### config.mk
export PLATFORM = sky130hd
export DESIGN_NAME = uart_rx
export DESIGN_NICKNAME = d
export VERILOG_FILES = /design/src/rtl/uart_rx.sv
export SDC_FILE = /design/constraint.sdc
export NUM_CORES = 1
export LEC_CHECK = 0
export CAP_MARGIN = 0
export CORE_ASPECT_RATIO = 0.7
export CORE_MARGIN = 5
export CORE_UTILIZATION = 45
export DETAILED_ROUTE_END_ITERATION = 10
export HOLD_SLACK_MARGIN = 0.05
export REMOVE_ABC_BUFFERS = 1
export SETUP_SLACK_MARGIN = 0.15
export SYNTH_ARGS = -nofsm -noshare
export SYNTH_HDL_FRONTEND = slang
export SYNTH_SLANG_ARGS = --single-unit
### constraint.sdc
create_clock -name i_clk -period 2.7 [get_ports i_clk]
set_input_delay 0.27 -clock i_clk [delete_from_list [all_inputs] [get_ports i_clk]]
set_output_delay 0.27 -clock i_clk [all_outputs]
set_load 0.02 [all_outputs]
### src/rtl/uart_rx.sv
// rtl/uart_rx.sv - 8N1 UART receiver with oversampled mid-bit sampling and framing-error flag
//
// baud_tick_gen: fractional-accumulator tick generator
//   clk, aresetn   clock and asynchronous active-low reset
//   tick           1-clock pulse, BAUD_RATE*OVERSAMPLING times per second on average
//
// uart_rx: receiver top
//   i_clk, i_aresetn   clock and asynchronous active-low reset
//   i_rx_data          asynchronous serial line, idle high
//   o_rx_data          last correctly framed byte, held until the next good frame
//   o_rx_done          1-clock pulse when o_rx_data is updated
//   o_frame_err        1-clock pulse when the stop bit is sampled low

module baud_tick_gen #(
    parameter int CLK_FREQ     = 100000000,
    parameter int BAUD_RATE    = 115200,
    parameter int OVERSAMPLING = 16
) (
    input  logic clk,
    input  logic aresetn,
    output logic tick
);

    // Accumulator holds values below CLK_FREQ; one extra bit covers acc + inc.
    localparam int ACC_W = $clog2(CLK_FREQ) + 1;
    localparam logic [ACC_W-1:0] INC   = ACC_W'(BAUD_RATE * OVERSAMPLING);
    localparam logic [ACC_W-1:0] LIMIT = ACC_W'(CLK_FREQ);

    logic [ACC_W-1:0] acc;
    logic [ACC_W-1:0] acc_sum;

    assign acc_sum = acc + INC;

    // Fractional division keeps the long-term tick rate exact even when
    // CLK_FREQ is not a multiple of BAUD_RATE*OVERSAMPLING.
    always_ff @(posedge clk or negedge aresetn) begin
        if (!aresetn) begin
            acc  <= '0;
            tick <= 1'b0;
        end else if (acc_sum >= LIMIT) begin
            acc  <= acc_sum - LIMIT;
            tick <= 1'b1;
        end else begin
            acc  <= acc_sum;
            tick <= 1'b0;
        end
    end

endmodule

module uart_rx #(
    parameter int CLK_FREQ     = 100000000,
    parameter int BAUD_RATE    = 115200,
    parameter int OVERSAMPLING = 16
) (
    input  logic       i_clk,
    input  logic       i_aresetn,
    input  logic       i_rx_data,
    output logic [7:0] o_rx_data,
    output logic       o_rx_done,
    output logic       o_frame_err
);

    localparam int TCW = $clog2(OVERSAMPLING);
    localparam logic [TCW-1:0] HALF_TICK = TCW'(OVERSAMPLING / 2 - 1);
    localparam logic [TCW-1:0] LAST_TICK = TCW'(OVERSAMPLING - 1);
    localparam logic [TCW-1:0] TICK_ONE  = TCW'(1);

    typedef enum logic [1:0] {
        IDLE,
        START,
        DATA,
        STOP
    } state_t;

    state_t         state;
    logic [TCW-1:0] tick_cnt;
    logic [2:0]     bit_cnt;
    logic [7:0]     shifter;
    logic           rx_meta;
    logic           rx_s;
    logic           baud_tick;

    baud_tick_gen #(
        .CLK_FREQ    (CLK_FREQ),
        .BAUD_RATE   (BAUD_RATE),
        .OVERSAMPLING(OVERSAMPLING)
    ) u_baud_tick_gen (
        .clk    (i_clk),
        .aresetn(i_aresetn),
        .tick   (baud_tick)
    );

    // Synchroniser flops reset to the idle (high) line level so reset
    // release never looks like a start edge.
    always_ff @(posedge i_clk or negedge i_aresetn) begin
        if (!i_aresetn) begin
            rx_meta <= 1'b1;
            rx_s    <= 1'b1;
        end else begin
            rx_meta <= i_rx_data;
            rx_s    <= rx_meta;
        end
    end

    always_ff @(posedge i_clk or negedge i_aresetn) begin
        if (!i_aresetn) begin
            state       <= IDLE;
            tick_cnt    <= '0;
            bit_cnt     <= '0;
            shifter     <= '0;
            o_rx_data   <= '0;
            o_rx_done   <= 1'b0;
            o_frame_err <= 1'b0;
        end else begin
            o_rx_done   <= 1'b0;
            o_frame_err <= 1'b0;
            if (baud_tick) begin
                case (state)
                    IDLE: begin
                        tick_cnt <= '0;
                        if (!rx_s) begin
                            state <= START;
                        end
                    end
                    START: begin
                        // Re-check at mid start bit; a high line here was a glitch.
                        if (tick_cnt == HALF_TICK) begin
                            tick_cnt <= '0;
                            bit_cnt  <= '0;
                            state    <= rx_s ? IDLE : DATA;
                        end else begin
                            tick_cnt <= tick_cnt + TICK_ONE;
                        end
                    end
                    DATA: begin
                        // Counting a full bit from mid start lands on mid data bit.
                        if (tick_cnt == LAST_TICK) begin
                            tick_cnt <= '0;
                            shifter  <= {rx_s, shifter[7:1]};
                            if (bit_cnt == 3'd7) begin
                                state <= STOP;
                            end else begin
                                bit_cnt <= bit_cnt + 3'd1;
                            end
                        end else begin
                            tick_cnt <= tick_cnt + TICK_ONE;
                        end
                    end
                    STOP: begin
                        // Leaving at mid stop bit lets the next start edge be seen at once.
                        if (tick_cnt == LAST_TICK) begin
                            tick_cnt <= '0;
                            state    <= IDLE;
                            if (rx_s) begin
                                o_rx_data <= shifter;
                                o_rx_done <= 1'b1;
                            end else begin
                                o_frame_err <= 1'b1;
                            end
                        end else begin
                            tick_cnt <= tick_cnt + TICK_ONE;
                        end
                    end
                    default: begin
                        state <= IDLE;
                    end
                endcase
            end
        end
    end

endmodule

==> metrics.md, run 1 <==
| Metric | Value |
|---|---|
| Drt first pass iters | 4 |
| Area leader, netlist | dfrtp_1 |
| Synthesis Warnings | 0 |
| Buffers & Inverters on Critical Path | 2 |
| Post-synthesis register bit count | 50 |
| Clk pwr share | 42.3% |
| Die W | 105 microns |
| Nets | 332 |
| Fmax | 393 MHz |
| CP required | 2900 ps |
| Unrepaired setup endpoints after global routing | true |
| Slowest-stage cell, CP | dfrtp_2 |
| Worst-path maximum fanout | 5 |
| CP endpoint kind | flip-flop |
| CTS root buf | clkbuf_8 |
| Antenna Diode Count | 0 |
| Drc violations | 0 |
| Most frequent cells after synthesis | dfrtp_1, nand2_1, nor2_1, o21ai_0, mux2_2 |
| Syn Std Cell Area | 0.00283 sq mm |
| Post-DP HPWL | 4250 microns |
| Fin util | 55.8% |
| Startpoint Class | flip-flop |
| Synth Instances | 282 |
| Vias in the first global route | 2059 |
| Clock buffer count from CTS | 5 |
| Number of port buffers | 12 |
| Die Y | 76.3 microns |
| Via Count | 2249 |
| Min cycle time layout | 2550 ps |
| Synthesis-to-finish area growth | 21.7% |
| Ports | 13 |
| Final GP Congestion | 0.860 |
| TritonCTS clock tree | yes |
| Yosys cell types | 59 |
| Seq/Total Area, Yosys | 44.4% |
| Final ANT Viol Nets | 0 |
| H-tree depth | 2 |
| Crit-path cells | buf_4 -> ha_4 -> nor2_2 -> nand4_1 -> a211oi_2 -> a211oi_2 -> nor4_4 -> buf_2 -> o21ai_1 -> xnor2_1 |
| Setup violators final | 0 |
| Cell with the most instances after synthesis | dfrtp_1 |
| Maximum capacitance violations | 0 |
| Critical path's largest stage delay | 450 ps |
| Worst min-delay path startpoint | rx_meta$_DFF_PN1_ |
| Critical Path AT | 2740 ps |
| Synth top area cells | dfrtp_1, mux2_2, xnor2_1, xor2_1, nand2_1 |
| Final Cell Area | 0.00344 sq mm |
| Clock Skew | 7.11 ps |
| PD cells | 389 mW/mm^2 |
| Share of power burned in combinational logic | 1.4% |
| Clock Latency Late Sink | 310 ps |
| CTS Sinks | 50 |
| Clock transition at path regs | 100 ps |
| WL/cell | 15.4 microns |
| First-pass GRT wire length | 10200 microns |
| CTS max path bufs | 2 |
| DIE AREA | 0.00799 sq mm |
| EDFF count, synth | 0 |
| Lkg Pwr | 1.43 nW |
| Sw Ratio | 22.4% |
| Kind of cell adding the most delay to the critical path | simple AND/OR/NAND/NOR gates |
| CP most frequent cell | a211oi_2 |
| Most used DFF post-synth | dfrtp_1 |
| Placed Cells | 378 |
| Switching Power | 0.299 mW |
| Layout Cells excl Fill | 401 |
| Status | finished clean |
| Starting Density | 45.9% |
| DRT iter0 DRCs | 172 |
| Via/cell ratio | 5.61 |
| Share of power burned in registers | 56.3% |
| # rows | 24 |
| CP startpoint | u_baud_tick_gen.acc[14]$_DFF_PN0_ |
| FF-to-FF Start | u_baud_tick_gen.acc[14]$_DFF_PN0_ |
| Peak supply drop | 0.197 mV |
| Pins Over Slew Limit | 0 |
| Top cell type's share of synthesized area | 42.5% |
| GRT Total Usage | 15.3% |
| Period utilisation layout | 94.3% |
| Setup TNS | 0 ps |
| Min-delay worst type | reg2reg |
| Worst Tran Pin Value | 636 ps |
| Filler Cell Count | 533 |
| Cell Area, Placed | 0.00310 sq mm |
| Normalized max-slew margin | 57.5% |
| Share of cells above drive strength 1 | 27.6% |
| Number of hold violations in the final report | 0 |
| Syn avg cell area | 10.0 sq um |
| Crit Path Category | reg2reg |
| Largest net degree at the start of global routing | 29 |
| Final wirelength | 6180 microns |
| Final worst slack | 155 ps |
| Pint | 1.04 mW |
| Antenna violations before repair | 0 |
| Share of flip-flops with an asynchronous set or reset | 100% |
| DP Worst Slack | -32.8 ps |
| Gr ovfl total | 0 |
| Core Region | 0.00616 sq mm |
==> final cells by class <==
cell class	instances	area [sq um]	area share (%)
Timing Repair Buffer	43	364	10.6
Tap cell	78	97.6	2.84
Multi-Input combinational cell	212	1560	45.4
Inverter	10	37.5	1.09
Clock buffer	5	68.8	2.00
Clock inverter	3	48.8	1.42
Sequential cell	50	1260	36.7
==> state kept, by name, summed over array words and instances (netlist names), named ones only <==
register,cells
bit_cnt,3
o_rx_done,1
state,1
o_rx_data,8
rx_s,1
shifter,8
tick_cnt,4
o_frame_err,1
u_baud_tick_gen.acc,20
rx_meta,1
u_baud_tick_gen.tick,1
==> timing repair <==
action | CTS | global route
pin swaps | 3 | 11
setup buffers | 2 | 11
endpoints found under the setup margin | 16 | 21
cloned | 0 | 1
resized for setup | 8 | 19
endpoints found under the hold margin | 20 | 0
hold buffers | 1 | 0
==> logic make-up after synthesis <==
logic type / synth area share [%]
AOI/OAI and AO/OA: 15.6
xor gates and xnor gates: 8.64
adders and majority gates: 3.10
buffers and inverters: 3.32
DFF: 44.4
muxes: 7.44
and+or+nand+nor: 17.5
==> worst paths after layout <==
path | endpoint | slack (ps) | cells after the start
max | u_baud_tick_gen.acc[18]$_DFF_PN0_ | 150 | 10
min | rx_s$_DFF_PN1_ | 360 | 0
max reg2reg | u_baud_tick_gen.acc[18]$_DFF_PN0_ | 150 | 10
min reg2reg | rx_s$_DFF_PN1_ | 360 | 0
max in group asynchronous | u_baud_tick_gen.acc[23]$_DFF_PN0_ | 1470 | 3
min in group asynchronous | tick_cnt[1]$_DFFE_PN0P_ | 460 | 2
==> power by group through the flow <==
stage / sequential, mW / clock [mW] / combinational, mW
floorplan: 0.767 / 0 / 0.000312
global placement: 0.767 / 0 / 0.0191
detailed placement: 0.767 / 0 / 0.0195
CTS: 0.752 / 0.575 / 0.0207
global route: 0.753 / 0.609 / 0.0231
finish: 0.752 / 0.566 / 0.0188
==> layout by cell type, fill, tap and decap left out, types with 3 or more instances in the layout <==
cell type	instances
and3_1	3
buf_4	27
clkbuf_8	5
clkdlybuf4s50_1	11
dfrtp_1	43
dfrtp_2	5
ha_1	4
inv_1	8
mux2_2	16
mux2i_1	3
nand2_1	27
nand3_1	11
nand4_1	5
nor2_1	18
nor3_1	8
o211ai_1	4
o21a_1	4
o21ai_0	16
o21ai_1	7
o22ai_1	5
or2_2	3
xnor2_1	14
xor2_1	11
==> layer usage <==
metal  up-vias  global-route usage, %  part of all wire [%]
met2        58                   21.2                    41
met5         -                      0                     0
met1      1090                   24.1                    52
met4         0                   3.70                   1.0
met3         7                   3.22                   5.8
li1       1094                      -                     -
==> metrics by stage <==
step	power, mW	hold slack (ps)
after floorplan	0.767	-25.6
after global placement	0.786	282
after detailed placement	0.787	292
after CTS	1.35	362
after global routing	1.39	360
final	1.34	362
Note: power is estimated with default switching activity, not from simulation.
==> inputs of run 2 (changes only) <==
Settings changed: HOLD_SLACK_MARGIN 0.05 to unset.
==> results of run 2 <==
The final DEF is identical to that of run 1; final timing and power are the same.
